<file path="config.mk">
export PLATFORM = sky130hd
export DESIGN_NAME = ucsbece154a_rf_sb
export DESIGN_NICKNAME = d
export VERILOG_FILES = /design/src/rtl/ucsbece154a_rf_pkg.sv /design/src/rtl/ucsbece154a_rf_scoreboard.sv /design/src/rtl/ucsbece154a_rf_sb.sv
export SDC_FILE = /design/constraint.sdc
export NUM_CORES = 2
export LEC_CHECK = 0
export ABC_CLOCK_PERIOD_IN_PS = 5000
export CAP_MARGIN = 20
export CORE_MARGIN = 2
export CORE_UTILIZATION = 55
export DETAILED_ROUTE_END_ITERATION = 10
export PLACE_DENSITY = 0.72
export SLEW_MARGIN = 20
export SYNTH_ARGS = -nofsm -noshare
export SYNTH_HDL_FRONTEND = slang
export SYNTH_HIERARCHICAL = 1
export SYNTH_SLANG_ARGS = --single-unit
</file>
<file path="constraint.sdc">
create_clock -name clk -period 5 [get_ports clk]
set_clock_uncertainty 0.15 [all_clocks]
set_input_delay 1 -clock clk [delete_from_list [all_inputs] [get_ports clk]]
set_output_delay 1 -clock clk [all_outputs]
set_load 0.01 [all_outputs]
</file>
<file path="src/rtl/ucsbece154a_rf_pkg.sv">
// Shared defaults and helpers for the scoreboarded register file.
package ucsbece154a_rf_pkg;

  localparam int unsigned DATA_W_DEF = 32;
  localparam int unsigned NREGS_DEF  = 32;
  localparam int unsigned NRD_DEF    = 2;

  // x0 is hardwired to zero; it can never be written or reserved.
  localparam int unsigned ZERO_REG = 0;

  // Ceiling log2, for toolchains without a usable $clog2 in constant context.
  function automatic int unsigned clog2(input int unsigned n);
    int unsigned r;
    r = 0;
    while ((32'd1 << r) < n) begin
      r = r + 1;
    end
    return r;
  endfunction

endpackage

</file>
<file path="src/rtl/ucsbece154a_rf_scoreboard.sv">
// Pending-bit scoreboard: reserve/release per register plus a running pending count.
module ucsbece154a_rf_scoreboard
  import ucsbece154a_rf_pkg::*;
#(
  parameter int unsigned NREGS = NREGS_DEF,
  localparam int unsigned AW = clog2(NREGS)
) (
  input  logic             clk,
  input  logic             rst_n_i,
  input  logic             we_i,
  input  logic [AW-1:0]    wa_i,
  input  logic             rsv_i,
  input  logic [AW-1:0]    rsva_i,
  output logic [NREGS-1:0] pend_o,
  output logic [AW:0]      npend_o
);

  localparam logic [AW-1:0] ZeroAddr = AW'(ZERO_REG);

  logic [NREGS-1:0] pend_q, pend_d;
  logic [AW:0]      npend_q, npend_d;
  logic             wr_valid, rsv_valid;
  logic             set_new, rel_old;

  // Next pending vector and count; a reserve overrides a release to the same register.
  always_comb begin
    wr_valid  = we_i && (wa_i != ZeroAddr);
    rsv_valid = rsv_i && (rsva_i != ZeroAddr);

    set_new = rsv_valid && !pend_q[rsva_i];
    rel_old = wr_valid && pend_q[wa_i] && !(rsv_valid && (rsva_i == wa_i));

    pend_d = pend_q;
    if (wr_valid) begin
      pend_d[wa_i] = 1'b0;
    end
    if (rsv_valid) begin
      pend_d[rsva_i] = 1'b1;
    end

    npend_d = npend_q;
    case ({set_new, rel_old})
      2'b10:   npend_d = npend_q + (AW+1)'(1);
      2'b01:   npend_d = npend_q - (AW+1)'(1);
      default: npend_d = npend_q;
    endcase
  end

  // Scoreboard state, cleared asynchronously.
  always_ff @(posedge clk or negedge rst_n_i) begin
    if (!rst_n_i) begin
      pend_q  <= '0;
      npend_q <= '0;
    end else begin
      pend_q  <= pend_d;
      npend_q <= npend_d;
    end
  end

  assign pend_o  = pend_q;
  assign npend_o = npend_q;

endmodule

</file>
<file path="src/rtl/ucsbece154a_rf_sb.sv">
// Multi-read-port register file with scoreboard and optional write-through bypass.
module ucsbece154a_rf_sb
  import ucsbece154a_rf_pkg::*;
#(
  parameter int unsigned DATA_W = DATA_W_DEF,
  parameter int unsigned NREGS  = NREGS_DEF,
  parameter int unsigned NRD    = NRD_DEF,
  parameter bit          BYPASS = 1'b1,
  localparam int unsigned AW = $clog2(NREGS)
) (
  input  logic                  clk,
  input  logic                  rst_n_i,
  input  logic [NRD*AW-1:0]     ra_i,
  output logic [NRD*DATA_W-1:0] rd_o,
  output logic [NRD-1:0]        rdy_o,
  input  logic                  we_i,
  input  logic [AW-1:0]         wa_i,
  input  logic [DATA_W-1:0]     wd_i,
  input  logic                  rsv_i,
  input  logic [AW-1:0]         rsva_i,
  output logic [AW:0]           npend_o
);

  localparam logic [AW-1:0] ZeroAddr = AW'(ZERO_REG);

  logic [DATA_W-1:0] regs_q [NREGS];
  logic [NREGS-1:0]  pend;

  // Data array; x0 is never written so it stays at its reset value.
  always_ff @(posedge clk or negedge rst_n_i) begin
    if (!rst_n_i) begin
      for (int i = 0; i < NREGS; i++) begin
        regs_q[i] <= '0;
      end
    end else if (we_i && (wa_i != ZeroAddr)) begin
      regs_q[wa_i] <= wd_i;
    end
  end

  ucsbece154a_rf_scoreboard #(
    .NREGS (NREGS)
  ) u_scoreboard (
    .clk     (clk),
    .rst_n_i (rst_n_i),
    .we_i    (we_i),
    .wa_i    (wa_i),
    .rsv_i   (rsv_i),
    .rsva_i  (rsva_i),
    .pend_o  (pend),
    .npend_o (npend_o)
  );

  // Per-port read mux: zero register, then same-cycle write forwarding, then stored value.
  for (genvar k = 0; k < NRD; k++) begin : g_rd
    logic [AW-1:0] ra_k;
    logic          hit;

    assign ra_k = ra_i[k*AW +: AW];
    assign hit  = BYPASS && we_i && (wa_i == ra_k) && (ra_k != ZeroAddr);

    assign rd_o[k*DATA_W +: DATA_W] = (ra_k == ZeroAddr) ? '0 :
                                      hit                ? wd_i :
                                                           regs_q[ra_k];
    // A register being released this cycle counts as ready only when its data is forwarded.
    assign rdy_o[k] = (ra_k == ZeroAddr) || !pend[ra_k] || hit;
  end

endmodule

</file>
==> metrics <==
crit path kind=primary input to output port; clk sinks=1062; Final nets=approximately 4400; Area Overhead vs Synth=14.5%; clk buf depth=3; Pleak=28.7 nW; Mapped Area=58200 µm²; CTS tree=built; Layout Utilization=roughly 63%; Final Hold Vio Count=0; HP Class=primary input to asynchronous set/reset pin; Worst Setup Start Kind=primary input; element type at the critical path end=output port; number of synthesized flops with an enable pin=0; syn_area_per_cell=~14 µm²; total placed cells including tap cells=around 5600; Core Rows=119; Finished Cell Area=~67000 µm²; vias in the first global route=about 42000; status=completed; Synth Instances=~4300; Core Region=~110000 µm²; Pwr Density=slightly below 400 nW/µm²; number of port buffers=roughly 130; met3 usage=8.75%; minimum clock period=~5 ns; Syn Nets=between 4000 and 5000; Cell variety after synth=61; Wirelength per Cell=around 33 µm; initial antenna violation count=5; Async SR Flop Fraction=100%; Clock Latency Late Sink=roughly 0.7 ns; Worst EP arrival=about 3.8 ns; Tot Pwr=between 20 and 30 mW; hold slack=0.0581 ns; Slew @ Worst Pin=roughly 0.95 ns; gr ovfl total=0; fill count=7880; CTS H-tree lvls=3; I/O pin count=128; footprint of the multi-input gates=between 20000 and 30000 µm²; largest net degree at the start of global routing=between 100 and 150; via density per instance=roughly 7; initial drt markers=between 4000 and 5000; post-synthesis sequential area ratio=45.6%; Initial Util=a little under three fifths; Final Instance Count excl. Fillers=slightly below 6000; global route hottest layer=met2; TritonCTS Buffers=112; RSZ-0062 raised after global routing=no; Die Y-Extent=about 330 µm; GRT Total Usage=around 36%; ys flop type=dfrtp_1; Final ANT Viol Nets=0; global placer's final weighted congestion=roughly 0.9; Die Wd=roughly 330 µm; drt first pass iters=6; met2 Use GR=a little over half; via count=just over 40000; met1 usage=just under 50%; CP Max Fanout=16; Max-Cap Viols=0; clk root buf=clkbuf_16; CTS Hold Buffers Added=0; Clock transition at path regs=approximately 0.060 ns; synth warn=6; relative slew slack=36.6%; VDD IR max=0.311 mV; Total Wirelength=about 190000 µm; endpoints failing setup=0; register area=approximately 27000 µm²; Synth Register Bits=1062; fin. max-slew vios=0; DP HPWL=around 120000 µm; Die ar.=108000 µm²; fraction of layout cells with a size suffix above 1=about 50%; DRC Markers=0; first-pass GRT wire length=about 290000 µm; DP Area=between 60000 and 70000 µm²; Required @ worst endpoint=about 3.9 ns; Tcrit/Tclk final=~100%; f_max=between 0.2 and 0.25 GHz
[what timing repair did]
action,CTS,global route
pin swaps,1,2
cloned,0,0
setup endpoints to repair,5,7
setup buffers,0,1
resized for setup,6,4
[worst paths after layout]
check | slack [ns] | endpoint | start | cells past startpoint
worst max-delay path | 0.006 | rd_o[36] | ra_i[8] | 9
worst min-delay path | 0.06 | regs_q[7]$_DFFE_PN0P_ | rst_n_i | 1
worst max register to register | 1.80 | u_scoreboard/npend_o[5]$_DFFE_PN0P_ | u_scoreboard/pend_o[18]$_DFF_PN0_ | 11
worst min register to register | 0.25 | regs_q[1018]$_DFFE_PN0P_ | regs_q[1018]$_DFFE_PN0P_ | 0
max in group asynchronous | 3.30 | regs_q[889]$_DFFE_PN0P_ | rst_n_i | 3
min in group clk | 0.25 | regs_q[1018]$_DFFE_PN0P_ | regs_q[1018]$_DFFE_PN0P_ | 0
[worst max-delay path: stages]
cell             delay, ns
clkdlybuf4s50_1       0.45
buf_12                0.18
and2_1                0.35
buf_4                 0.28
nand2_1               0.11
o22ai_1               0.15
o41ai_4               0.58
buf_4                 0.20
clkdlybuf4s50_1       0.53
[Yosys cell counts, types with 8 or more instances]
| cell type | count | share of area (%) |
|---|---|---|
| buf_1 | 53 | 0.34 |
| clkbuf_1 | 261 | 1.7 |
| mux2i_1 | 118 | 2.0 |
| a31oi_1 | 8 | 0.086 |
| nor2_1 | 120 | 0.77 |
| nor3b_1 | 45 | 0.58 |
| nor2b_1 | 12 | 0.13 |
| dfrtp_1 | 1062 | 46 |
| mux4_2 | 359 | 14 |
| o21ai_0 | 92 | 0.79 |
| nand2b_1 | 9 | 0.097 |
| nand3_1 | 10 | 0.086 |
| a21oi_1 | 10 | 0.086 |
| a22oi_1 | 18 | 0.23 |
| nor4_1 | 26 | 0.28 |
| buf_4 | 42 | 0.54 |
| xor2_1 | 12 | 0.18 |
| o22ai_1 | 196 | 2.1 |
| o221ai_1 | 37 | 0.56 |
| buf_2 | 112 | 0.96 |
| mux2_2 | 1275 | 25 |
| a211oi_1 | 28 | 0.36 |
| nand2_1 | 62 | 0.40 |
| a221o_1 | 31 | 0.53 |
| nand3b_1 | 14 | 0.18 |
| nor3_1 | 159 | 1.4 |
[metrics by stage]
stage               setup WS (ns)  TNS (ns)
global placement           -0.451     -1.26
CTS                       0.00323         0
floorplan                    1.07         0
finish                    0.00623         0
global route               0.0100         0
detailed placement         -0.450    -0.945
[final cells by class]
type | instances | share of cell area [%]
diodes | 3 | 0.0113
clock buffers | 167 | 5.07
clock inverters | 38 | 0.670
inverters | 7 | 0.0394
multi-input cells | 2719 | 44.7
flip-flops and latches | 1062 | 39.9
well taps | 1391 | 2.61
repair buffers | 444 | 7.06
[flip-flops by register name, indices dropped and copies added (netlist names)]
signal,flops
regs_q,1024
u_scoreboard/npend_o,6
u_scoreboard/pend_o,32
[report_power, final]
part / total, mW / switching (mW) / leakage (nW) / internal, mW
sequential: 11.5 / 1.27 / 13.6 / 10.3
combinational: 5.89 / 2.42 / 13.2 / 3.47
clock: 8.70 / 3.58 / 1.90 / 5.12
total: 26.1 / 7.28 / 28.7 / 18.8
[cells in the final DEF (no fill, tap or decap), types with 16 or more instances in the layout]
master,netlist,layout
o221ai_1,37,37
clkbuf_16,0,115
nor2_4,0,16
mux2i_1,118,118
nor2_1,120,104
nor3_1,159,154
o22ai_1,196,196
nor4_1,26,24
clkdlybuf4s50_1,0,117
a221o_1,31,31
nand2_1,62,43
nor3b_1,45,44
nand2_2,0,19
a22oi_1,18,18
clkbuf_1,261,21
o21ai_0,92,92
clkbuf_8,0,31
a211oi_1,28,28
buf_4,42,235
clkinv_2,0,23
mux4_2,359,359
buf_12,0,84
dfrtp_1,1062,1062
mux2_2,1275,1275
[routing by layer]
layer,part of all wire [%],vias to the layer above
met5,0.014,-
li1,-,16500
met4,5.3,4
met2,45,2458
met1,39,21800
met3,11,600
[kinds of logic after synthesis]
family	after synthesis	synth area share [%]
mux	1755	40.7
flops	1062	45.6
simple gates	488	4.30
buf+inv	482	3.71
compound gates	452	5.24
xor+xnor	18	0.271
fa+ha+maj	6	0.142
No activity file was read; power rests on OpenSTA's default activity.
